[config.mk]
export PLATFORM = sky130hd
export DESIGN_NAME = div_flat
export DESIGN_NICKNAME = d
export VERILOG_FILES = /design/src/rtl/div_if.sv /design/src/rtl/div.sv /design/src/flat_wrapper.sv
export SDC_FILE = /design/constraint.sdc
export NUM_CORES = 1
export LEC_CHECK = 0
export CAP_MARGIN = 20
export CORE_MARGIN = 8
export CORE_UTILIZATION = 60
export DETAILED_ROUTE_END_ITERATION = 6
export GPL_TIMING_DRIVEN = 0
export PLACE_DENSITY = 0.84
export SLEW_MARGIN = 10
export SYNTH_ARGS = -nofsm -noshare
export SYNTH_HDL_FRONTEND = slang
export SYNTH_SLANG_ARGS = --single-unit
[constraint.sdc]
create_clock -name clk -period 9 [get_ports clk]
set_input_delay 1.35 -clock clk [delete_from_list [all_inputs] [get_ports clk]]
set_output_delay 1.35 -clock clk [all_outputs]
set_load 0.05 [all_outputs]
[src/rtl/div_if.sv]
// Start/busy/done handshake and operand/result bus shared by the iterative mul/div units.
interface div_if #(
  parameter int XLEN = 32
);
  logic            start;
  logic            signed_mode;
  logic [XLEN-1:0] op_a;
  logic [XLEN-1:0] op_b;
  logic            busy;
  logic            done;
  logic [XLEN-1:0] quotient;
  logic [XLEN-1:0] remainder;

  modport master (
    output start, signed_mode, op_a, op_b,
    input  busy, done, quotient, remainder
  );

  modport slave (
    input  start, signed_mode, op_a, op_b,
    output busy, done, quotient, remainder
  );
endinterface

[src/rtl/div.sv]
// Radix-2 restoring divider on operand magnitudes, XLEN cycles per op, sign fix on the last cycle.
// Optional DIV_EARLY_TERM_EN: divide-by-zero or zero dividend completes in one cycle.
module div #(
  parameter int XLEN = 32
) (
  input  logic clk,
  input  logic resetn,
  div_if.slave bus
);
  localparam int CW = $clog2(XLEN) + 1;
  localparam logic [CW-1:0] CNT_FULL = CW'(XLEN);
  localparam logic [CW-1:0] CNT_ONE  = CW'(1);

  logic [CW-1:0]   count_q;
  logic [XLEN-1:0] prem_q;
  logic [XLEN-1:0] dvd_q;
  logic [XLEN-1:0] dvs_q;
  logic [XLEN-1:0] a_raw_q;
  logic            q_neg_q;
  logic            r_neg_q;
  logic            div0_q;
  logic            busy_q;
  logic            done_q;
  logic [XLEN-1:0] quo_q;
  logic [XLEN-1:0] rem_q;

  logic            accept;
  logic [XLEN-1:0] mag_a;
  logic [XLEN-1:0] mag_b;
  logic [CW-1:0]   cnt_init;
  logic [XLEN:0]   shifted;
  logic [XLEN:0]   trial;
  logic            qbit;
  logic [XLEN-1:0] prem_d;
  logic [XLEN-1:0] dvd_d;
  logic [XLEN-1:0] quo_d;
  logic [XLEN-1:0] rem_d;

  always_comb begin
    accept = bus.start & ~busy_q;
    mag_a  = (bus.signed_mode & bus.op_a[XLEN-1]) ? -bus.op_a : bus.op_a;
    mag_b  = (bus.signed_mode & bus.op_b[XLEN-1]) ? -bus.op_b : bus.op_b;
`ifdef DIV_EARLY_TERM_EN
    cnt_init = ((bus.op_b == '0) || (bus.op_a == '0)) ? CNT_ONE : CNT_FULL;
`else
    cnt_init = CNT_FULL;
`endif

    // XLEN+1-bit trial subtraction; its MSB is the borrow, so |MIN| is handled exactly.
    shifted = {prem_q, dvd_q[XLEN-1]};
    trial   = shifted - {1'b0, dvs_q};
    qbit    = ~trial[XLEN];
    prem_d  = qbit ? trial[XLEN-1:0] : shifted[XLEN-1:0];
    dvd_d   = {dvd_q[XLEN-2:0], qbit};

    if (div0_q) begin
      quo_d = '1;
      rem_d = a_raw_q;
    end else begin
      quo_d = q_neg_q ? -dvd_d  : dvd_d;
      rem_d = r_neg_q ? -prem_d : prem_d;
    end
  end

  always_ff @(posedge clk or negedge resetn) begin
    if (!resetn) begin
      count_q <= '0;
      prem_q  <= '0;
      dvd_q   <= '0;
      dvs_q   <= '0;
      a_raw_q <= '0;
      q_neg_q <= 1'b0;
      r_neg_q <= 1'b0;
      div0_q  <= 1'b0;
      busy_q  <= 1'b0;
      done_q  <= 1'b0;
      quo_q   <= '0;
      rem_q   <= '0;
    end else begin
      done_q <= 1'b0;
      if (accept) begin
        busy_q  <= 1'b1;
        count_q <= cnt_init;
        prem_q  <= '0;
        dvd_q   <= mag_a;
        dvs_q   <= mag_b;
        a_raw_q <= bus.op_a;
        q_neg_q <= bus.signed_mode & (bus.op_a[XLEN-1] ^ bus.op_b[XLEN-1]);
        r_neg_q <= bus.signed_mode & bus.op_a[XLEN-1];
        div0_q  <= (bus.op_b == '0);
      end else if (busy_q) begin
        if (count_q == CNT_ONE) begin
          busy_q  <= 1'b0;
          done_q  <= 1'b1;
          quo_q   <= quo_d;
          rem_q   <= rem_d;
          count_q <= '0;
          prem_q  <= '0;
          dvd_q   <= '0;
          dvs_q   <= '0;
          a_raw_q <= '0;
          q_neg_q <= 1'b0;
          r_neg_q <= 1'b0;
          div0_q  <= 1'b0;
        end else begin
          count_q <= count_q - CNT_ONE;
          prem_q  <= prem_d;
          dvd_q   <= dvd_d;
        end
      end
    end
  end

  assign bus.busy      = busy_q;
  assign bus.done      = done_q;
  assign bus.quotient  = quo_q;
  assign bus.remainder = rem_q;
endmodule

[src/flat_wrapper.sv]
// flat-port wrapper written by rule: the top's interface ports become plain ports
module div_flat 
#(
  parameter int XLEN = 32
)
  (clk, resetn, bus_start, bus_signed_mode, bus_op_a, bus_op_b, bus_busy, bus_done, bus_quotient, bus_remainder);
  div_if #(.XLEN(XLEN)) bus_i ();
  input  logic clk;
  input  logic resetn;
  input wire logic [$bits(bus_i.start)-1:0] bus_start;
  input wire logic [$bits(bus_i.signed_mode)-1:0] bus_signed_mode;
  input wire logic [$bits(bus_i.op_a)-1:0] bus_op_a;
  input wire logic [$bits(bus_i.op_b)-1:0] bus_op_b;
  output wire logic [$bits(bus_i.busy)-1:0] bus_busy;
  output wire logic [$bits(bus_i.done)-1:0] bus_done;
  output wire logic [$bits(bus_i.quotient)-1:0] bus_quotient;
  output wire logic [$bits(bus_i.remainder)-1:0] bus_remainder;
  assign bus_i.start = bus_start;
  assign bus_i.signed_mode = bus_signed_mode;
  assign bus_i.op_a = bus_op_a;
  assign bus_i.op_b = bus_op_b;
  assign bus_busy = bus_i.busy;
  assign bus_done = bus_i.done;
  assign bus_quotient = bus_i.quotient;
  assign bus_remainder = bus_i.remainder;
  div #(.XLEN(XLEN)) u_core (.clk(clk), .resetn(resetn), .bus(bus_i));
endmodule
---- Yosys cells after proc, flatten, opt, wreduce, memory -nomap -nowiden ----
Cells that the tools add are included.
storage, ports and cells
  flip-flop bits (word level) ............. 203
  bits of input ports ..................... 68
  output and inout port bits .............. 66
cells by class
  add/subtract/negate cells ............... 6
  equality and inequality tests ........... 1
  mux-type cells .......................... 31
  bitwise gates (word level) .............. 8
  reduce and logical (&&, ||, !) cells .... 5
operator list
  kind                   count
  $mux W32               17
  $neg A32 Y32           4
  $sub A33 B32 Y33       1
  $logic_not A32 Y1      1
  $mux W6                3
  $mux W1                11
  $eq A6 B1 Y1 const B   1
  $sub A6 B1 Y6 const B  1
  $and A1 B1 Y1          4
  $reduce_bool A2 Y1     2
  $not A1 Y1             3
  $reduce_and A3 Y1      1
  $reduce_and A2 Y1      1
  $xor A1 B1 Y1          1

---- Longest topological paths before layout ----
Gate-level depths: netlist (run 1).
  depth in word-level cells ............... 5
  gate-level depth with buffers ........... 23
  depth with buffers taken out ............ 20

---- Least setup slack after synthesis (run 1) ----
Ideal clock, no wire load.
  kind .................................... flip-flop to flip-flop
  start ................................... reg u_core.dvd_q[31]
  end ..................................... reg u_core.rem_q[28] (netlist: u_core.bus.remainder[28])
  data arrival time ....................... 4827 ps
  required time ........................... 8933 ps
  setup slack ............................. 4106 ps
  cell stages (with the launch flop) ...... 23
  path through ............................ dfrtp_1 inv_1 ha_1 inv_1 fa_1 a211oi_1 o211ai_1 and2_1 o211ai_1 and3b_1 nor2_2 inv_2 clkbuf_1 clkbuf_1 mux2i_1 ha_1 inv_1 a21o_1 or4_1 buf_2 nor4_2 mux2i_1 a22o_1
on the way
  cells in the longest elaborated chain, start to end .. 5
ends and longest elaborated chain
  element                 line        RTL
  start, declared         div.sv:16   logic [XLEN-1:0] dvd_q;
  start signal, assigned  div.sv:85   dvd_q <= mag_a;
  start signal, assigned  div.sv:108  dvd_q <= dvd_d;
  $sub A33 B32 Y33        div.sv:51   trial = shifted - {1'b0, dvs_q};
  $mux W32 (*)            div.sv:53   prem_d = qbit ? trial[XLEN-1:0] : shifted[XLEN-1:0];
  $neg A32 Y32            div.sv:61   rem_d = r_neg_q ? -prem_d : prem_d;
  $mux W32 (*)            div.sv:61
  $mux W32 (*)            div.sv:56   if (div0_q) begin
  end signal, assigned    div.sv:96   rem_q <= rem_d;
  end, declared           div.sv:25   logic [XLEN-1:0] rem_q;
Every way passes the cells marked *; elsewhere a longest branch is shown, timed or not.
A chain may end at the register's enable or synchronous reset.

---- Worst setup path in the final report (run 1) ----
  start ................................... reg u_core.dvd_q[31]
  end ..................................... reg u_core.rem_q[22] (netlist: u_core.bus.remainder[22])
Same word-level chain as after synthesis.

==> results of run 1 <==
## registers in the layout (all words and copies together), names as in the netlist
register	count
u_core.count_q	6
u_core.prem_q	32
u_core.bus.quotient	32
u_core.r_neg_q	1
u_core.div0_q	1
u_core.a_raw_q	32
u_core.dvs_q	32
u_core.bus.remainder	32
u_core.dvd_q	32
u_core.q_neg_q	1
u_core.bus.done	1
u_core.bus.busy	1
## worst min path at each step
stage                          endpoint  slack (ns)                      from  cells past startpoint
2_1_floorplan          u_core.dvs_q[10]        0.45          u_core.dvs_q[10]                      2
3_3_place_gp    u_core.bus.remainder[4]        0.46   u_core.bus.remainder[4]                      2
3_5_place_dp   u_core.bus.remainder[22]        0.47  u_core.bus.remainder[22]                      1
4_1_cts        u_core.bus.remainder[22]        0.48  u_core.bus.remainder[22]                      1
5_1_grt        u_core.bus.remainder[22]        0.49  u_core.bus.remainder[22]                      1
6_report       u_core.bus.remainder[22]        0.48  u_core.bus.remainder[22]                      1
## power by group through the flow
stage / registers, mW / logic (mW) / clock network (mW)
after floorplan: 1.17 / 1.59 / 0
after CTS: 1.22 / 2.18 / 1.08
final: 1.23 / 2.24 / 1.08
after detailed placement: 1.24 / 2.17 / 0
after global routing: 1.24 / 2.44 / 1.11
after global placement: 1.23 / 2.12 / 0
## layout by cell type, fill, tap and decap left out, types with 12 or more instances in the layout
cell type	n
inv_1	53
mux2i_1	38
nand3_1	20
o41ai_1	12
and2_1	12
o21ai_0	205
or3_1	19
ha_1	38
nor2_1	124
nor4_1	18
clkbuf_16	24
a21o_1	13
clkdlybuf4s50_1	132
o31ai_1	27
a21oi_1	116
or4_1	15
nor3_1	35
xnor2_1	54
a22o_1	38
xor2_1	77
and3_1	12
nand2_1	194
a31oi_1	19
dfrtp_1	203
clkbuf_1	81
## through the flow
step	TNS [ns]	worst slack (ns)
6_report	0	2.188
4_1_cts	0	2.516
2_1_floorplan	0	4.106
3_5_place_dp	0	2.557
3_3_place_gp	-361.08	-1.803
5_1_grt	0	1.940
## layer usage
metal / vias up / part of all wire, %
met5: - / 0
li1: 5999 / -
met3: 76 / 11
met1: 6389 / 42
met4: 0 / 2.6
met2: 708 / 44
## cell type report
class	count	area [µm²]	share of cell area, %
multi-input cells	1228	7556	47.74
inverters	54	202.7	1.281
clock buffers	32	700.7	4.427
repair buffers	136	1396	8.821
well taps	280	350.3	2.213
flip-flops and latches	203	5080	32.09
clock inverters	11	170.2	1.075
plain buffers	96	372.9	2.356
## cells by family (layout without fill, tap and decap cells)
family / Yosys count / count (layout)
buf+inv: 150 / 329
xor+xnor: 131 / 131
mux: 43 / 43
fa+ha+maj: 39 / 39
simple gates: 497 / 497
compound gates: 518 / 518
flops: 203 / 203
==> results.txt, run 1 <==
register area share after synthesis -> 38.45%
post-synthesis cell type count -> 74
CP Capture Type -> flop
outcome -> completed
FF-to-FF End -> u_core.bus.remainder[22]
Slew headroom -> 27.82%
switch share -> 44.61%
Starting Density -> 60.91%
M2 GR Usage -> 48.99%
CP max stage cell -> a2111oi_0
ant diodes -> 0
Site Rows -> 54
Seq pwr share -> 27.1%
post-route ant nets -> 0
clk_skew -> 0.009851 ns
final core occ -> 72.98%
CTS Hold Bufs -> 0
Syn Nets -> 1688
PD cells -> 287.1 nW/µm²
final wirelength -> 43760 µm
Hold Worst Slack -> 0.4776 ns
clk sinks -> 203
Final Wtd Congestion -> 0.9645
most common cell in the netlist -> o21ai_0
I/O pin count -> 134
Post-Synth Adder-Cell Area -> 3.751%
GRT overflow -> 0
grt met1 use -> 44.77%
busiest grt layer -> met2
last element of the critical path -> u_core.bus.remainder[22]
area share of the largest cell type after synthesis -> 38.45%
PostCTS Resize Cnt -> 0
grt met3 use -> 7.378%
post-synthesis mux area share -> 3.306%
Ys Warns -> 0
Final Cell Area -> 15830 µm²
number of H-tree levels -> 1
post-detailed-route wirelength per cell -> 21.45 µm
drt via density -> 6.457
CTS tree -> done
Slowest Stage Delay on Critical Path -> 0.77 ns
worst vdd ir -> 0.0001857 V
CP cell instances -> inv_1 -> ha_1 -> inv_1 -> fa_1 -> a211oi_1 -> o211ai_1 -> and2_1 -> o211ai_1 -> and3b_1 -> nor2_2 -> inv_2 -> clkbuf_1 -> clkbuf_1 -> mux2i_1 -> ha_1 -> inv_1 -> a21o_1 -> or4_1 -> buf_2 -> nand2b_1 -> a2111oi_0 -> a21o_1
DRT Pass-1 Iters -> 6
Worst Path Required -> 9.47 ns
Setup CP Type -> reg2reg
Pint -> 2.518 mW
post-synthesis share of cell area spent on xor and xnor gates -> 8.685%
CP max FO -> 10
Setup Fix Bufs, Post-CTS -> 0
Die Wd -> 164.4 µm
Clk pwr share -> 23.7%
core footprint -> 21690 µm²
Root Buffer -> clkbuf_16
Area after DPL -> 14950 µm²
most frequent cells after synthesis -> o21ai_0 (205), dfrtp_1 (203), nand2_1 (194), nor2_1 (124), a21oi_1 (116)
Port Buffer Count -> 133
Post-synth EDFFs -> 0
HPWL after DPL -> 33120 µm
number of fill cells -> 1668
via count -> 13.17k
pin count of the biggest net entering global routing -> 104
WP depth -> 22
RSZ-0062 raised after global routing -> false
die area -> 27020 µm²
min cycle time layout -> 6.812 ns
ratio of cells with drive above 1 in the final layout -> 4.034%
R2R depth -> 22
Max clock buf depth -> 3
asr flop ratio synth -> 100.0%
antenna violations before repair -> 0
kind of cell adding the most delay to the critical path -> compound AO/OA/AOI/OAI gates
Setup crit start kind -> flop
Synth Area in Compound Gates -> 24.06%
most used cell, CP -> inv_1
worst reg2reg setup slack -> 2.19 ns
most used flip-flop cell after synthesis -> dfrtp_1
CP bufs+invs -> 7
Final Hold Viols -> 0
Post-Synthesis Mean Instance Area -> 8.356 µm²
final period utilization -> 75.69%
Synth area leader -> dfrtp_1
Worst EP arrival -> 7.28 ns
first-pass GRT wire length -> 68570 µm
placed insts -> 1996
Num CTS Buffers -> 24
source of the worst register-to-register timing path -> u_core.dvd_q[31]
Psw -> 2.027 mW
All-Layer GR Usage -> 31.98%
CP startpoint -> u_core.dvd_q[31]
final number of max-transition violations -> 0
DRT iter0 DRCs -> 1582
fin cells -> 2040
Static Leak -> 6.587 nW
vias in the first global route -> 12.57k
Net count, final -> 1850
max-capacitance violation count -> 0
top post-synthesis cells by area -> dfrtp_1 (38%), o21ai_0 (7.8%), nand2_1 (5.5%)
Synth Cell Area -> 13210 µm²
simple-gate area share of the yosys netlist -> 17.39%
Remaining DRCs -> 0
FF+latch count, synth -> 203
worst hold path class -> reg2reg
Post-Synthesis Cells -> 1581
Die Ht -> 164.4 µm
Max Clock Freq -> 0.1468 GHz
clk_lat worst skew -> 0.54 ns
Worst-Margin Slew -> 1.073 ns
Layout area overhead -> 19.82%
logic gate share of total power -> 49.3%
total power -> 4.545 mW
Reg clk slew, reported paths -> 0.06 ns
largest family of logic cells by synthesized area -> compound AO/OA/AOI/OAI gates
final setup vio count -> 0
(Power assumes the default switching activity.)
==> run 2, diff against run 1 <==
CORE_UTILIZATION = 58   (was 60)
PLACE_DENSITY = 0.81   (was 0.84)
clock period = 7 ns   (was 9 ns; I/O delays follow)
==> run 2 against run 1 <==
Die area increased by 3.1%; sequential share of layout area about the same; utilization decreased by 2.6 points; worst hold slack got worse by 0.11 ns; highest routed layer unchanged.
==> results.txt, run 2 (synthesis gave the netlist of run 1 again) <==
Setup CP Type -> reg2reg
Starting Density -> 58.70% (-2.2 points)
total power -> 5.809 mW (+28%)
I/O pin count -> 134 (unchanged)
GRT overflow -> 0 (unchanged)
Reg clk slew, reported paths -> 0.06 ns (about the same)
pin count of the biggest net entering global routing -> 91 (-13%)
final number of max-transition violations -> 0 (unchanged)
outcome -> completed
ratio of cells with drive above 1 in the final layout -> 4.034% (unchanged)
post-detailed-route wirelength per cell -> 20.64 µm (-3.8%)
Setup crit start kind -> flop
DRT iter0 DRCs -> 1588 (+0.38%)
Port Buffer Count -> 133 (unchanged)
Final Hold Viols -> 0 (unchanged)
Die Ht -> 166.9 µm (+1.5%)
antenna violations before repair -> 0 (unchanged)
post-route ant nets -> 0 (unchanged)
most used cell, CP -> inv_1
Site Rows -> 55 (+1.9%)
Die Wd -> 166.9 µm (+1.5%)
most common cell after layout, fill and taps aside -> o21ai_0
final wirelength -> 42210 µm (-3.5%)
Area after DPL -> 14960 µm² (about the same)
HPWL after DPL -> 32360 µm (-2.3%)
RSZ-0062 raised after global routing -> false
worst vdd ir -> 0.0002864 V (+54%)
kind of cell adding the most delay to the critical path -> buffers and inverters
All-Layer GR Usage -> 30.04% (-1.9 points)
Max Clock Freq -> 0.1506 GHz (+2.6%)
Final Wtd Congestion -> 0.9623 (-0.23%)
CP max FO -> 10 (unchanged)
PD cells -> 367.0 nW/µm² (+28%)
Max clock buf depth -> 3 (unchanged)
Root Buffer -> clkbuf_16
worst reg2reg setup slack -> 0.36 ns (-1.83 ns)
clk sinks -> 203 (unchanged)
ant diodes -> 0 (unchanged)
TNS Setup -> 0 ns (unchanged)
via count -> 13.10k (-0.57%)
source of the worst register-to-register timing path -> u_core.dvd_q[31]
placed insts -> 2001 (+0.25%)
R2R depth -> 22 (unchanged)
Static Leak -> 6.571 nW (-0.25%)
Net count, final -> 1849 (-0.054%)
die area -> 27860 µm² (+3.1%)
vias in the first global route -> 12.84k (+2.1%)
FF-to-FF End -> u_core.bus.remainder[22]
Final Cell Area -> 15830 µm² (about the same)
final period utilization -> 94.86% (+19 points)
final setup vio count -> 0 (unchanged)
DRT Pass-1 Iters -> 5 (-1)
Num CTS Buffers -> 24 (unchanged)
CTS tree -> done
Worst EP arrival -> 7.10 ns (-0.18 ns)
Worst-Margin Slew -> 1.143 ns (+0.07064 ns)
Layout area overhead -> 19.81% (about the same)
CP cell instances -> inv_1 -> ha_1 -> inv_1 -> fa_1 -> a211oi_1 -> o211ai_1 -> and2_1 -> o211ai_1 -> and3b_1 -> nor2_2 -> inv_2 -> clkbuf_1 -> clkbuf_1 -> mux2i_1 -> ha_1 -> inv_1 -> a21o_1 -> or4_1 -> buf_2 -> nand2b_1 -> a2111oi_1 -> a21o_1
core footprint -> 22500 µm² (+3.8%)
min cycle time layout -> 6.640 ns (-0.1721 ns)
CP bufs+invs -> 7 (unchanged)
Slew headroom -> 23.58% (-4.2 points)
max-capacitance violation count -> 0 (unchanged)
most frequent cells in the layout -> o21ai_0 (205), dfrtp_1 (203), nand2_1 (194)
clk_skew -> 0.01997 ns (+0.01012 ns)
Slowest Stage Delay on Critical Path -> 0.62 ns (-0.15 ns)
number of H-tree levels -> 1 (unchanged)
Hold Worst Slack -> 0.3667 ns (-0.1109 ns)
first-pass GRT wire length -> 68280 µm (-0.42%)
worst hold path class -> in2async
CP Capture Type -> flop
CP max stage cell -> a2111oi_1
Remaining DRCs -> 0 (unchanged)
CTS Hold Bufs -> 0 (unchanged)
Worst Path Required -> 7.46 ns (-2.01 ns)
drt via density -> 6.404 (-0.81%)
clk_lat worst skew -> 0.53 ns (about the same)
fin cells -> 2045 (+0.25%)
[run 2: cell type report]
type,instances,area [µm²]
buffer,96,374.1
tap,285,356.6
inverter,54,202.7
sequential,203,5080
multi-input combinational,1228,7557
fill,1775,6675
timing repair buffer,135,1391
clock inverter,10,136.4
clock buffer,34,729.5
[run 2: power by group]
group          internal (mW)  switching [mW]
Combinational           1.05            1.82
Sequential              1.34           0.235
Clock                  0.836           0.525
[run 2: how the worst max path moves through the flow]
| stage | from | endpoint | cells after the start |
|---|---|---|---|
| 6_report | u_core.dvd_q[31] | u_core.bus.remainder[22] | 22 |
| 5_1_grt | u_core.dvd_q[31] | u_core.bus.remainder[22] | 22 |
| 4_1_cts | u_core.dvd_q[31] | u_core.bus.remainder[22] | 23 |
| 3_5_place_dp | u_core.dvd_q[31] | u_core.bus.remainder[22] | 23 |
| 3_3_place_gp | resetn | u_core.bus.quotient[30] | 1 |
| 2_1_floorplan | u_core.dvd_q[31] | u_core.bus.remainder[28] | 22 |
[run 2: metal layers]
| metal | routed length [µm] | up-vias | track usage [%] |
|---|---|---|---|
| li1 | - | 5989 | - |
| met1 | 18010 | 6310 | 41.28 |
| met3 | 4579 | 78 | 7.541 |
| met4 | 1293 | 0 | 10.42 |
| met2 | 18330 | 720 | 45.42 |
| met5 | 0 | - | 0 |
[run 2: timing repair]
action	4_1_cts	5_1_grt
hold endpoints to repair	0	0
endpoints found under the setup margin	0	1
setup buffers	0	0
gates resized for setup	0	3
[run 2: through the flow]
stage,setup slack [ns],utilization (%)
2_1_floorplan,2.106,-
3_3_place_gp,-3.616,66.21
3_5_place_dp,0.5830,66.48
4_1_cts,0.5170,70.33
5_1_grt,0.1122,70.34
6_report,0.3598,70.34
==> run 3, diff against run 2 <==
CORE_UTILIZATION = 47   (was 58)
PLACE_DENSITY = 0.68   (was 0.81)
==> run 3 against run 2 <==
Fmax increased by 1.1%; sequential cell count unchanged; die area increased by 21%; register-to-register slack improved by 0.08 ns; clock skew decreased by 0.010 ns; final area increased by 0.66%; power increased by 1.1%; worst hold slack improved by 0.0056 ns; first-iteration DRC count decreased by 18%; critical path type unchanged; critical endpoint unchanged.
==> results.txt, run 3 (synthesis gave the netlist of run 1 again) <==
ant diodes -> 0 (unchanged)
Worst EP arrival -> 7.03 ns (-0.07 ns)
core footprint -> 27710 µm² (+23%)
Final Cell Area -> 15930 µm² (+0.66%)
Final Hold Viols -> 0 (unchanged)
Final Wtd Congestion -> 0.9627 (about the same)
Layout area overhead -> 20.61%
Static Leak -> 6.571 nW (about the same)
post-route ant nets -> 0 (unchanged)
CTS tree -> done
max-capacitance violation count -> 0 (unchanged)
Die Ht -> 183.7 µm (+10%)
clk_skew -> 0.009662 ns (-0.01031 ns)
All-Layer GR Usage -> 28.16% (-1.9 points)
HPWL after DPL -> 37310 µm (+15%)
Setup CP Type -> reg2reg
worst hold path class -> in2async
final period utilization -> 93.79% (-1.1 points)
RSZ-0062 raised after global routing -> false
Root Buffer -> clkbuf_16
die area -> 33730 µm² (+21%)
CP Capture Type -> flop
clk sinks -> 203 (unchanged)
Slew headroom -> 29.39% (+5.8 points)
outcome -> completed
clk_lat worst skew -> 0.53 ns (about the same)
Max clock buf depth -> 3 (unchanged)
DRT Pass-1 Iters -> 5 (unchanged)
most common cell after layout, fill and taps aside -> o21ai_0
total power -> 5.874 mW (+1.1%)
grt met1 use -> 41.14% (-0.14 points)
Net count, final -> 1850 (+0.054%)
Port Buffer Count -> 133 (unchanged)
pin count of the biggest net entering global routing -> 88 (-3.3%)
final wirelength -> 47980 µm (+14%)
Setup crit start kind -> flop
Die Wd -> 183.7 µm (+10%)
Starting Density -> 47.68% (-11 points)
busiest grt layer -> met2
Site Rows -> 61 (+11%)
number of fill cells -> 2579 (+45%)
Max Clock Freq -> 0.1523 GHz (+1.1%)
GRT overflow -> 0 (unchanged)
drt via density -> 6.026 (-5.9%)
first-pass GRT wire length -> 74330 µm (+8.9%)
final number of max-transition violations -> 0 (unchanged)
Remaining DRCs -> 0 (unchanged)
Worst-Margin Slew -> 1.057 ns (-0.08689 ns)
vias in the first global route -> 12.70k (-1.0%)
worst vdd ir -> 0.0002016 V (-30%)
placed insts -> 2094 (+4.6%)
Num CTS Buffers -> 25 (+4.2%)
PD cells -> 368.7 nW/µm² (+0.46%)
Worst Path Required -> 7.47 ns (about the same)
I/O pin count -> 134 (unchanged)
grt met3 use -> 5.711% (-1.8 points)
DRT iter0 DRCs -> 1302 (-18%)
via count -> 12.89k (-1.6%)
ratio of cells with drive above 1 in the final layout -> 4.202% (+0.17 points)
CP max FO -> 10 (unchanged)
Setup Fix Bufs, Post-CTS -> 0 (unchanged)
min cycle time layout -> 6.565 ns (-0.07507 ns)
Area after DPL -> 15080 µm² (+0.78%)
number of H-tree levels -> 1 (unchanged)
antenna violations before repair -> 0 (unchanged)
fin cells -> 2139 (+4.6%)
Reg clk slew, reported paths -> 0.06 ns (about the same)
M2 GR Usage -> 41.24% (-4.2 points)
final setup vio count -> 0 (unchanged)
post-detailed-route wirelength per cell -> 22.43 µm (+8.7%)
most frequent cells in the layout -> o21ai_0 (205), dfrtp_1 (203), nand2_1 (194)
==> run 3: metal layers <==
| layer | up-vias | share of wire, % |
|---|---|---|
| li1 | 5981 | - |
| met1 | 6274 | 47 |
| met2 | 549 | 42 |
| met3 | 86 | 8.8 |
| met4 | 0 | 3.0 |
| met5 | - | 0 |
==> run 3: stage by stage <==
stage | util (%) | hold slack, ns | setup TNS, ns | worst slack, ns
after detailed placement | 54.41 | 0.4681 | 0 | 0.4818
after global placement | 54.19 | 0.4634 | -782.85 | -3.888
final | 57.51 | 0.3723 | 0 | 0.4348
after CTS | 57.50 | 0.3714 | 0 | 0.4448
after floorplan | - | 0.4498 | 0 | 2.106
after global routing | 57.51 | 0.3963 | 0 | 0.1293
==> run 3: layout make-up <==
type | count | area, µm² | share of cell area, %
buffer | 96 | 374.1 | 2.348
clock buffer | 32 | 721.9 | 4.531
clock inverter | 13 | 133.9 | 0.8403
inverter | 54 | 202.7 | 1.272
multi-input combinational | 1228 | 7556 | 47.42
sequential | 203 | 5080 | 31.88
tap | 378 | 473.0 | 2.968
timing repair buffer | 135 | 1391 | 8.732
==> run 3: critical path: stages, from the launching register on <==
cell and delay, ns:
dfrtp_1 0.46, inv_1 0.08, ha_1 0.16, inv_1 0.05, fa_1 0.44, a211oi_1 0.32, o211ai_1 0.22, and2_1 0.22
o211ai_1 0.27, and3b_1 0.26, nor2_2 0.15, inv_2 0.25, clkbuf_1 0.45, clkbuf_1 0.57, mux2i_1 0.41, ha_1 0.28
inv_1 0.11, a21o_1 0.22, or4_1 0.48, buf_2 0.21, nand2b_1 0.16, a2111oi_0 0.59, a21o_1 0.14
==> run 3: what timing repair did <==
action	in CTS	in global routing
hold buffers	0	0
setup endpoints to repair	0	1
gates resized for setup	0	3
==> run 3: worst paths after layout <==
kind,startpoint,endpoint,slack (ns),depth (start not counted)
worst max register to register,u_core.dvd_q[31],u_core.bus.remainder[22],0.43,22
max in group asynchronous,resetn,u_core.bus.quotient[22],5.46,3
worst max-delay path,u_core.dvd_q[31],u_core.bus.remainder[22],0.43,22
min in group clk,u_core.bus.remainder[22],u_core.bus.remainder[22],0.48,1
worst min register to register,u_core.bus.remainder[22],u_core.bus.remainder[22],0.48,1
worst min-delay path,resetn,u_core.dvs_q[25],0.37,1
==> run 3: power breakdown <==
group | switching (mW) | total (mW) | internal, mW
Sequential | 0.254 | 1.60 | 1.34
Combinational | 1.89 | 2.94 | 1.04
Clock | 0.536 | 1.34 | 0.803
